**config.mk**
```make
export PLATFORM = sky130hd
export DESIGN_NAME = alu_sched
export DESIGN_NICKNAME = d
export VERILOG_FILES = /design/src/rtl/alu_sched_pkg.sv /design/src/rtl/alu_sched_rr_arb2.sv /design/src/rtl/alu_sched.sv
export SDC_FILE = /design/constraint.sdc
export NUM_CORES = 1
export LEC_CHECK = 0
export CAP_MARGIN = 5
export CELL_PAD_IN_SITES_DETAIL_PLACEMENT = 1
export CELL_PAD_IN_SITES_GLOBAL_PLACEMENT = 1
export CORE_MARGIN = 4
export CORE_UTILIZATION = 25
export CTS_BUF_LIST = sky130_fd_sc_hd__clkbuf_16
export DETAILED_ROUTE_END_ITERATION = 8
export GPL_TIMING_DRIVEN = 0
export PLACE_DENSITY_LB_ADDON = 0.1
export SLEW_MARGIN = 30
export SYNTH_ARGS = -nofsm -noshare
export SYNTH_HDL_FRONTEND = slang
export SYNTH_HIERARCHICAL = 1
export SYNTH_SLANG_ARGS = --single-unit
```
**constraint.sdc**
```tcl
create_clock -name clk -period 2.35 [get_ports clk]
set_input_delay 0.47 -clock clk [delete_from_list [all_inputs] [get_ports clk]]
set_output_delay 0.47 -clock clk [all_outputs]
set_load 0.03 [all_outputs]
```
**src/rtl/alu_sched_pkg.sv**
```systemverilog
// alu_sched_pkg: shared definitions for the two-requester ALU scheduler.
// Holds the opcode values understood by the shared ALU, the scheduler state
// encoding, the response flag bit positions and a flag packing helper.
package alu_sched_pkg;

  // Opcodes presented on alu_sel
  localparam logic [2:0] OP_ADD  = 3'd0;
  localparam logic [2:0] OP_SUB  = 3'd1;
  localparam logic [2:0] OP_XOR  = 3'd2;
  localparam logic [2:0] OP_SLT  = 3'd3;
  localparam logic [2:0] OP_AND  = 3'd4;
  localparam logic [2:0] OP_NAND = 3'd5;
  localparam logic [2:0] OP_NOR  = 3'd6;
  localparam logic [2:0] OP_OR   = 3'd7;

  // Bit positions inside the 3-bit response flag field
  localparam int FLAG_CARRY = 2;
  localparam int FLAG_OVF   = 1;
  localparam int FLAG_ZERO  = 0;

  // Settle counter width; covers the full 1..15 settle range
  localparam int SETTLE_W = 4;

  typedef enum logic [1:0] {
    ST_IDLE   = 2'd0,
    ST_SETTLE = 2'd1,
    ST_RESP   = 2'd2
  } state_t;

  // Place the ALU flag wires at their response bit positions
  function automatic logic [2:0] pack_flags(input logic carry,
                                            input logic ovf,
                                            input logic zero);
    logic [2:0] f;
    f = 3'b000;
    f[FLAG_CARRY] = carry;
    f[FLAG_OVF]   = ovf;
    f[FLAG_ZERO]  = zero;
    return f;
  endfunction

endpackage

```
**src/rtl/alu_sched_rr_arb2.sv**
```systemverilog
// rr_arb2: two-way round-robin grant.
// The requester named by ptr wins when it is asking; otherwise the other
// requester is granted if it is asking. Output is one-hot or zero.
module rr_arb2 (
  input  logic       ptr,
  input  logic       valid0,
  input  logic       valid1,
  output logic [1:0] grant
);

  // Pointer requester has priority, the other one fills idle slots
  always_comb begin
    grant = 2'b00;
    if (!ptr) begin
      if (valid0)      grant = 2'b01;
      else if (valid1) grant = 2'b10;
    end else begin
      if (valid1)      grant = 2'b10;
      else if (valid0) grant = 2'b01;
    end
  end

endmodule

```
**src/rtl/alu_sched.sv**
```systemverilog
// alu_sched: time-shares one external combinational 32-bit ALU between two
// requesters. One operation is in flight at a time: operands are registered
// onto the ALU, the scheduler waits SETTLE_CYCLES clocks for the ALU to
// settle, then captures result and flags into the owner's response channel.
//
// Optional build macro: ALU_SCHED_STATS_EN adds saturating per-requester
// grant counters (grant0_cnt, grant1_cnt, CNT_W bits wide).
//
// state   | meaning
// --------+-----------------------------------------------------------
// IDLE    | no operation in flight; requesters may be granted
// SETTLE  | operands launched, counting down until the ALU output is good
// RESP    | response held for the owner until it is taken
import alu_sched_pkg::*;

module alu_sched #(
  parameter int SETTLE_CYCLES = 4,
  parameter int CNT_W         = 16
) (
  input  logic              clk,
  input  logic              rst_n,

  input  logic              req0_valid,
  output logic              req0_ready,
  input  logic [2:0]        req0_op,
  input  logic [31:0]       req0_a,
  input  logic [31:0]       req0_b,

  input  logic              req1_valid,
  output logic              req1_ready,
  input  logic [2:0]        req1_op,
  input  logic [31:0]       req1_a,
  input  logic [31:0]       req1_b,

  output logic              rsp0_valid,
  input  logic              rsp0_ready,
  output logic [31:0]       rsp0_result,
  output logic [2:0]        rsp0_flags,

  output logic              rsp1_valid,
  input  logic              rsp1_ready,
  output logic [31:0]       rsp1_result,
  output logic [2:0]        rsp1_flags,

  output logic [31:0]       alu_a,
  output logic [31:0]       alu_b,
  output logic [2:0]        alu_sel,
  input  logic [31:0]       alu_out,
  input  logic              alu_carry,
  input  logic              alu_ovf,
  input  logic              alu_zero,

  output logic              busy
`ifdef ALU_SCHED_STATS_EN
  ,
  output logic [CNT_W-1:0]  grant0_cnt,
  output logic [CNT_W-1:0]  grant1_cnt
`endif
);

  // Reject settle times the counter cannot represent and empty counters
  if (SETTLE_CYCLES < 1 || SETTLE_CYCLES > 15 || CNT_W < 1) begin : g_param_check
    $error("alu_sched: SETTLE_CYCLES must be 1..15 and CNT_W at least 1");
  end

  localparam logic [SETTLE_W-1:0] SETTLE_LOAD = SETTLE_W'(SETTLE_CYCLES - 1);

  state_t              state;
  logic                ptr;
  logic                owner;
  logic [SETTLE_W-1:0] cnt;
  logic [1:0]          grant;
  logic                hs0;
  logic                hs1;
  logic [2:0]          cap_flags;

  rr_arb2 u_arb (
    .ptr    (ptr),
    .valid0 (req0_valid),
    .valid1 (req1_valid),
    .grant  (grant)
  );

  // Ready is only offered while idle; gating with rst_n keeps it low in reset
  assign hs0 = rst_n && (state == ST_IDLE) && grant[0];
  assign hs1 = rst_n && (state == ST_IDLE) && grant[1];
  assign req0_ready = hs0;
  assign req1_ready = hs1;

  assign cap_flags = pack_flags(alu_carry, alu_ovf, alu_zero);

  // Scheduler FSM: grant, launch operands, settle, capture, hand back
  always_ff @(posedge clk) begin
    if (!rst_n) begin
      state       <= ST_IDLE;
      ptr         <= 1'b0;
      owner       <= 1'b0;
      cnt         <= '0;
      alu_a       <= '0;
      alu_b       <= '0;
      alu_sel     <= '0;
      rsp0_valid  <= 1'b0;
      rsp0_result <= '0;
      rsp0_flags  <= '0;
      rsp1_valid  <= 1'b0;
      rsp1_result <= '0;
      rsp1_flags  <= '0;
      busy        <= 1'b0;
    end else begin
      unique case (state)
        ST_IDLE: begin
          if (hs0) begin
            owner   <= 1'b0;
            alu_sel <= req0_op;
            alu_a   <= req0_a;
            alu_b   <= req0_b;
            cnt     <= SETTLE_LOAD;
            state   <= ST_SETTLE;
            busy    <= 1'b1;
          end else if (hs1) begin
            owner   <= 1'b1;
            alu_sel <= req1_op;
            alu_a   <= req1_a;
            alu_b   <= req1_b;
            cnt     <= SETTLE_LOAD;
            state   <= ST_SETTLE;
            busy    <= 1'b1;
          end
        end
        ST_SETTLE: begin
          if (cnt == '0) begin
            if (!owner) begin
              rsp0_valid  <= 1'b1;
              rsp0_result <= alu_out;
              rsp0_flags  <= cap_flags;
            end else begin
              rsp1_valid  <= 1'b1;
              rsp1_result <= alu_out;
              rsp1_flags  <= cap_flags;
            end
            state <= ST_RESP;
          end else begin
            cnt <= cnt - 1'b1;
          end
        end
        ST_RESP: begin
          // Pointer moves to the other requester only once a response is
          // taken, so continuous contention alternates strictly
          if (!owner && rsp0_ready) begin
            rsp0_valid <= 1'b0;
            ptr        <= 1'b1;
            state      <= ST_IDLE;
            busy       <= 1'b0;
          end else if (owner && rsp1_ready) begin
            rsp1_valid <= 1'b0;
            ptr        <= 1'b0;
            state      <= ST_IDLE;
            busy       <= 1'b0;
          end
        end
        default: begin
          state <= ST_IDLE;
          busy  <= 1'b0;
        end
      endcase
    end
  end

`ifdef ALU_SCHED_STATS_EN
  // Saturating grant counters, one per requester
  always_ff @(posedge clk) begin
    if (!rst_n) begin
      grant0_cnt <= '0;
      grant1_cnt <= '0;
    end else begin
      if (hs0 && (grant0_cnt != {CNT_W{1'b1}}))
        grant0_cnt <= grant0_cnt + CNT_W'(1);
      if (hs1 && (grant1_cnt != {CNT_W{1'b1}}))
        grant1_cnt <= grant1_cnt + CNT_W'(1);
    end
  end
`endif

endmodule
```
# [Yosys cells after proc, flatten, opt, wreduce, memory -nomap -nowiden]
# Cells that the tools add are included.
[classes] n_addsub=1 eq_ne=11 mux=36 n_bitwise=2 n_reduce_logical=21
[op_table] operator="32-bit 2-to-1 mux" count=4
[op_table] operator="2-bit 2-to-1 mux" count=9
[op_table] operator="3-bit AND reduction" count=5
[op_table] operator="2-bit != test (second input constant)" count=7
[op_table] operator="1-bit 2-to-1 mux" count=13
[op_table] operator="4-bit 2-to-1 mux" count=3
[op_table] operator="4-bit case mux with 2 select lines" count=1
[op_table] operator="2-bit nonzero test" count=4
[op_table] operator="3-bit 2-to-1 mux" count=2
[op_table] operator="3-bit != test (second input constant)" count=2
[op_table] operator="2-bit case mux with 3 select lines" count=1
[op_table] operator="1-bit logical AND" count=5
[op_table] operator="5-bit AND reduction" count=1
[op_table] operator="4-bit logical NOT" count=1
[op_table] operator="1-bit case mux with 2 select lines" count=2
[op_table] operator="2-bit AND reduction" count=2
[op_table] operator="4-bit AND reduction" count=1
[op_table] operator="4-bit by 1-bit subtractor with 4-bit output (second input constant)" count=1
[op_table] operator="1-bit case mux with 3 select lines" count=1
[op_table] operator="2-bit by 1-bit == test with 1-bit output (second input constant)" count=1
[op_table] operator="2-bit == test (second input constant)" count=1
[op_table] operator="2-bit logical NOT" count=1
[op_table] operator="1-bit inverter" count=2
[op_table] operator="1-bit logical NOT" count=1
[totals] register_bits=148 inputBits=175 out_inout_bits=142 elab_cells=85

# [Longest topological paths before layout]
[logic_depth] ltp_word=7 mapped_depth=8 depth_no_buf=6

# [Modules after synthesis]
# Netlist, hierarchy kept.
[modules_own_cells] mod="alu_sched" n_inst=1 cells_each=736 area_per_inst_um2=5938.2
[modules_own_cells] mod="rr_arb2" n_inst=1 cells_each=3 area_per_inst_um2=18.8

# [Least setup slack after synthesis]
# Ideal clock, no wire load.
[synth_path] kind="input port to output port" from="input port req0_valid" to="output port req0_ready" t_arrival_ns=1.179 required_ns=1.880 setup_slack_ns=0.701 path_stages=4 n_path_buf=1 path_cell_list="a21boi_0 nand2_1 inv_2 buf_2"
[synth_between] elab_chain_cells=4 elab_cells_between_ends=5
[synth_rtl] item="start: declaration" line_no="alu_sched.sv:23" rtl="input logic req0_valid,"
[synth_rtl] item="1-bit 2-to-1 mux" line_no="alu_sched_rr_arb2.sv:19" rtl="else if (valid0) grant = 2'b01;"
[synth_rtl] item="2-bit 2-to-1 mux" line_no="alu_sched_rr_arb2.sv:18" rtl="if (valid1) grant = 2'b10;"
[synth_rtl] item="2-bit 2-to-1 mux (*)" line_no="alu_sched_rr_arb2.sv:14" rtl="if (!ptr) begin"
[synth_rtl] item="1-bit logical AND (*)" line_no="alu_sched.sv:85" rtl="assign hs0 = rst_n && (state == ST_IDLE) && grant[0];"
[synth_rtl] item="end: declaration" line_no="alu_sched.sv:24" rtl="output logic req0_ready,"
# Every way passes the cells marked *; elsewhere a longest branch is shown, timed or not.

# [Worst setup path in the final report]
[layout_path] from="input port req0_valid" to="output port req0_ready"
[layout_between] elab_chain_cells=4 elab_cells_between_ends=5
[layout_rtl] item="1-bit 2-to-1 mux" line_no="alu_sched_rr_arb2.sv:19"
[layout_rtl] item="2-bit 2-to-1 mux" line_no="alu_sched_rr_arb2.sv:18"
[layout_rtl] item="2-bit 2-to-1 mux (*)" line_no="alu_sched_rr_arb2.sv:14"
[layout_rtl] item="via grant[0]" line_no="alu_sched.sv:72" rtl="logic [1:0] grant;"
[layout_rtl] item="1-bit logical AND (*)" line_no="alu_sched.sv:85"
# Mark *: on every way through the listed nets, which the timed path passes. The rest lies on a longest branch.

==> results.cfg <==
[timing]
rsz0062_at_grt = false
fin_ws_ns = 0.1408
worst_pin_slew_ns = 0.7273
setup_viol = 0
hold_viol = 0
min_period_over_period_pct = 94.01
maxSlewHeadroom_pct = 51.51
fmax_ghz = 0.4527
clock_skew_ns = 0.01471
period_minus_slack_ns = 2.209
slew_viol_final = 0

[clock_network]
cts-buffers-inserted = 17
tritoncts = built
clkLatencyLatePin_ns = 0.42
clock_path_buffers = 2
root_buffer = clkbuf_16
clk_pin_slew_worst_paths_ns = 0.06
h-tree-depth = 4
ctsHoldBuffers = 0
clock-sinks = 148

[route]
dr.first_iter.drc_count = 210
first_pass_iters = 4
vias = 6331
wl_um = 24660
drtAntennaViolNets = 0
wire_per_inst_um = 17.55
drc = 0
viasPerCell = 4.506

[pwr]
p_int_w = 0.005196
pwr-share-clk_pct = 34.7
swShare_pct = 33.28
seqPwrFrac_pct = 37.4
comb_power_share_pct = 27.9
leakage_nw = 3.720
ir_worst_vdd_mv = 0.3134
p_sw_w = 0.002592
pwr_density_cell_nw_per_um2 = 771.3

[synthesis]
synth_area_leaders = dfxtp_1 (50%), nand2_1 (18%), a21boi_1 (7.7%)
avgSynthCellArea_um2 = 8.061
synth-seq-cells = 148
synthCells = 739
synth_cell_types = 38
yosysWarnings = 6
syn-cell-area_um2 = 5957
synth_edf_count = 0
async_flop_share_pct = 0
syn-num-nets = 916
synth_top_area_share_pct = 49.74
seq_area_frac_synth_pct = 49.74
synth_flop_cell = dfxtp_1
yosys.area.top_type = dfxtp_1

[outcome]
status = complete, no violations

[die]
core_um2 = 23470
die_w_um = 162.4
dieHeight_um = 162.4
start_util_pct = 25.38
ioPinCount = 317
rows = 56
die-area_um2 = 26360

[layout]
drive_gt1_share_pct = 6.722
final_area_um2 = 10100
n_antenna_cell = 0
nNetsFinal = 1250
synthToLayoutAreaGrowth_pct = 69.50

[worst_setup_path]
r2r_setup_slack_ns = 0.37
start_kind = primary input
r2r_cells = 5
cp_data_required_time_ns = 1.88
crit_slowest_cell = clkdlybuf4s50_1
crit_path_end_kind = output pin
path_cells = clkdlybuf4s50_1 > a21boi_1 > nand2_4 > inv_8 > buf_4
r2r_start = state[0]$_SDFFE_PN0P_
crit_fanout = 14
slowest_delay_ns = 0.48
r2r-end = rsp1_result[0]$_SDFFE_PN0P_
crit_arrival_ns = 1.74
startpoint = req0_valid
path_class = in -> out
cpLargestDelayFamily = buffers and inverters
timing.critical_path.buf_inv = 3

[min_path]
min_path_cells = 2
hold_end = rsp1_result[14]$_SDFFE_PN0P_
hp-class = reg -> reg
hold_path.startpoint = rsp1_result[14]$_SDFFE_PN0P_

[placement]
portBuffers = 316
gp_congestion = 0.7758
place_ws_ns = -0.9542
hpwl_um = 19060
placed_cell_area_um2 = 9519

[grt]
grt_pass1_wl_um = 38200
grt_pass1_vias = 6766
grt_usage_pct = 18.51
grt_max_degree = 17
antenna_found_initial = 0
grt_overflow = 0

[flow_run]
drv_cap = 0
==> final cells by class <==
cell class	count	area, µm²
clock buffers	17	425.4
inverters	5	26.28
fillers	2790	13380
well taps	319	399.1
multi-input cells	526	2676
plain buffers	59	307.8
clock inverters	15	145.1
flip-flops and latches	148	2963
repair buffers	316	3154
==> how the worst max path moves through the flow <==
| stage | end | cells after the start |
|---|---|---|
| finish | req0_ready | 5 |
| global placement | req0_ready | 6 |
| global route | req0_ready | 5 |
| CTS | req0_ready | 5 |
| detailed placement | req0_ready | 6 |
| floorplan | req0_ready | 4 |
==> power by group through the flow <==
stage	combinational, W	sequential, W	clock, W
3_5_place_dp	0.00220	0.00297	0
5_1_grt	0.00236	0.00295	0.00291
6_report	0.00218	0.00291	0.00270
3_3_place_gp	0.00219	0.00296	0
4_1_cts	0.00221	0.00292	0.00278
2_1_floorplan	0.000688	0.00340	0
==> cell families (layout without fill, tap and decap cells) <==
kind of cell / after synthesis / after routing / share of synthesized area, %
AO/OA/AOI/OAI: 223 / 223 / 23.99
flip-flops: 148 / 148 / 49.74
buffers and inverters: 65 / 412 / 5.566
multiplexers: 1 / 1 / 0.1890
adder cells (fa/ha/maj): 2 / 2 / 0.4200
AND/OR/NAND/NOR: 300 / 300 / 20.10
==> placed cells by master, fill, tap and decap left out, types with 3 or more instances in the layout <==
cell,n
a21boi_0,12
a21boi_1,62
a31oi_1,67
buf_2,22
buf_4,3
buf_6,7
clkbuf_1,29
clkbuf_16,17
clkdlybuf4s50_1,313
clkinvlp_4,5
dfxtp_1,148
inv_1,4
inv_6,4
inv_8,4
nand2_1,280
o211a_1,3
o21ai_0,49
o21ai_1,20
==> repair_timing <==
action                     4_1_cts  5_1_grt
buffers inserted                 0        0
setup endpoints to repair        2        0
resized for setup               19        0
==> worst min-delay path, cell delays in order, from the launching register on <==
cell	delay, ns
dfxtp_1	0.31
nand2_1	0.05
a21boi_1	0.05
==> sequential cells by signal, indices dropped and copies added (netlist names) <==
register / flops
rsp0_flags: 3
rsp0_valid: 1
rsp1_valid: 1
alu_a: 32
rsp1_flags: 3
owner: 1
rsp1_result: 32
cnt: 4
alu_sel: 3
alu_b: 32
ptr: 1
state: 2
busy: 1
rsp0_result: 32
==> per-layer routing <==
| metal | track usage (%) | vias to the layer above | share of wire [%] |
|---|---|---|---|
| met2 | 31.83 | 197 | 48 |
| met1 | 21.44 | 2946 | 41 |
| met5 | 0 | - | 0 |
| met3 | 7.669 | 18 | 9.6 |
| li1 | - | 3170 | - |
| met4 | 4.537 | 0 | 1.2 |
==> synthesized netlist by cell type, types with 2 or more instances <==
master / instances
and3_1: 2
buf_6: 7
o21ai_0: 49
buf_2: 22
o211a_1: 3
o21ai_1: 20
a31o_2: 2
a21oi_1: 2
inv_1: 4
dfxtp_1: 148
clkbuf_1: 29
nor2_1: 2
ha_1: 2
nor2b_1: 2
a21boi_1: 61
nor3_1: 2
a31oi_1: 67
buf_4: 2
and2_1: 2
nand2_1: 281
a21boi_0: 13
==> through the flow <==
stage	setup TNS [ns]	power, W	utilization [%]	hold slack (ns)	cells
2_1_floorplan	0	0.004084	-	0.4666	739
3_3_place_gp	-16.24	0.005153	40.55	0.4408	1374
3_5_place_dp	-19.00	0.005165	40.55	0.4460	1374
4_1_cts	0	0.007907	43.02	0.4559	1405
5_1_grt	0	0.008219	43.02	0.4760	1405
6_report	0	0.007788	43.02	0.4510	1405
Power figures use the tool's default switching activity.
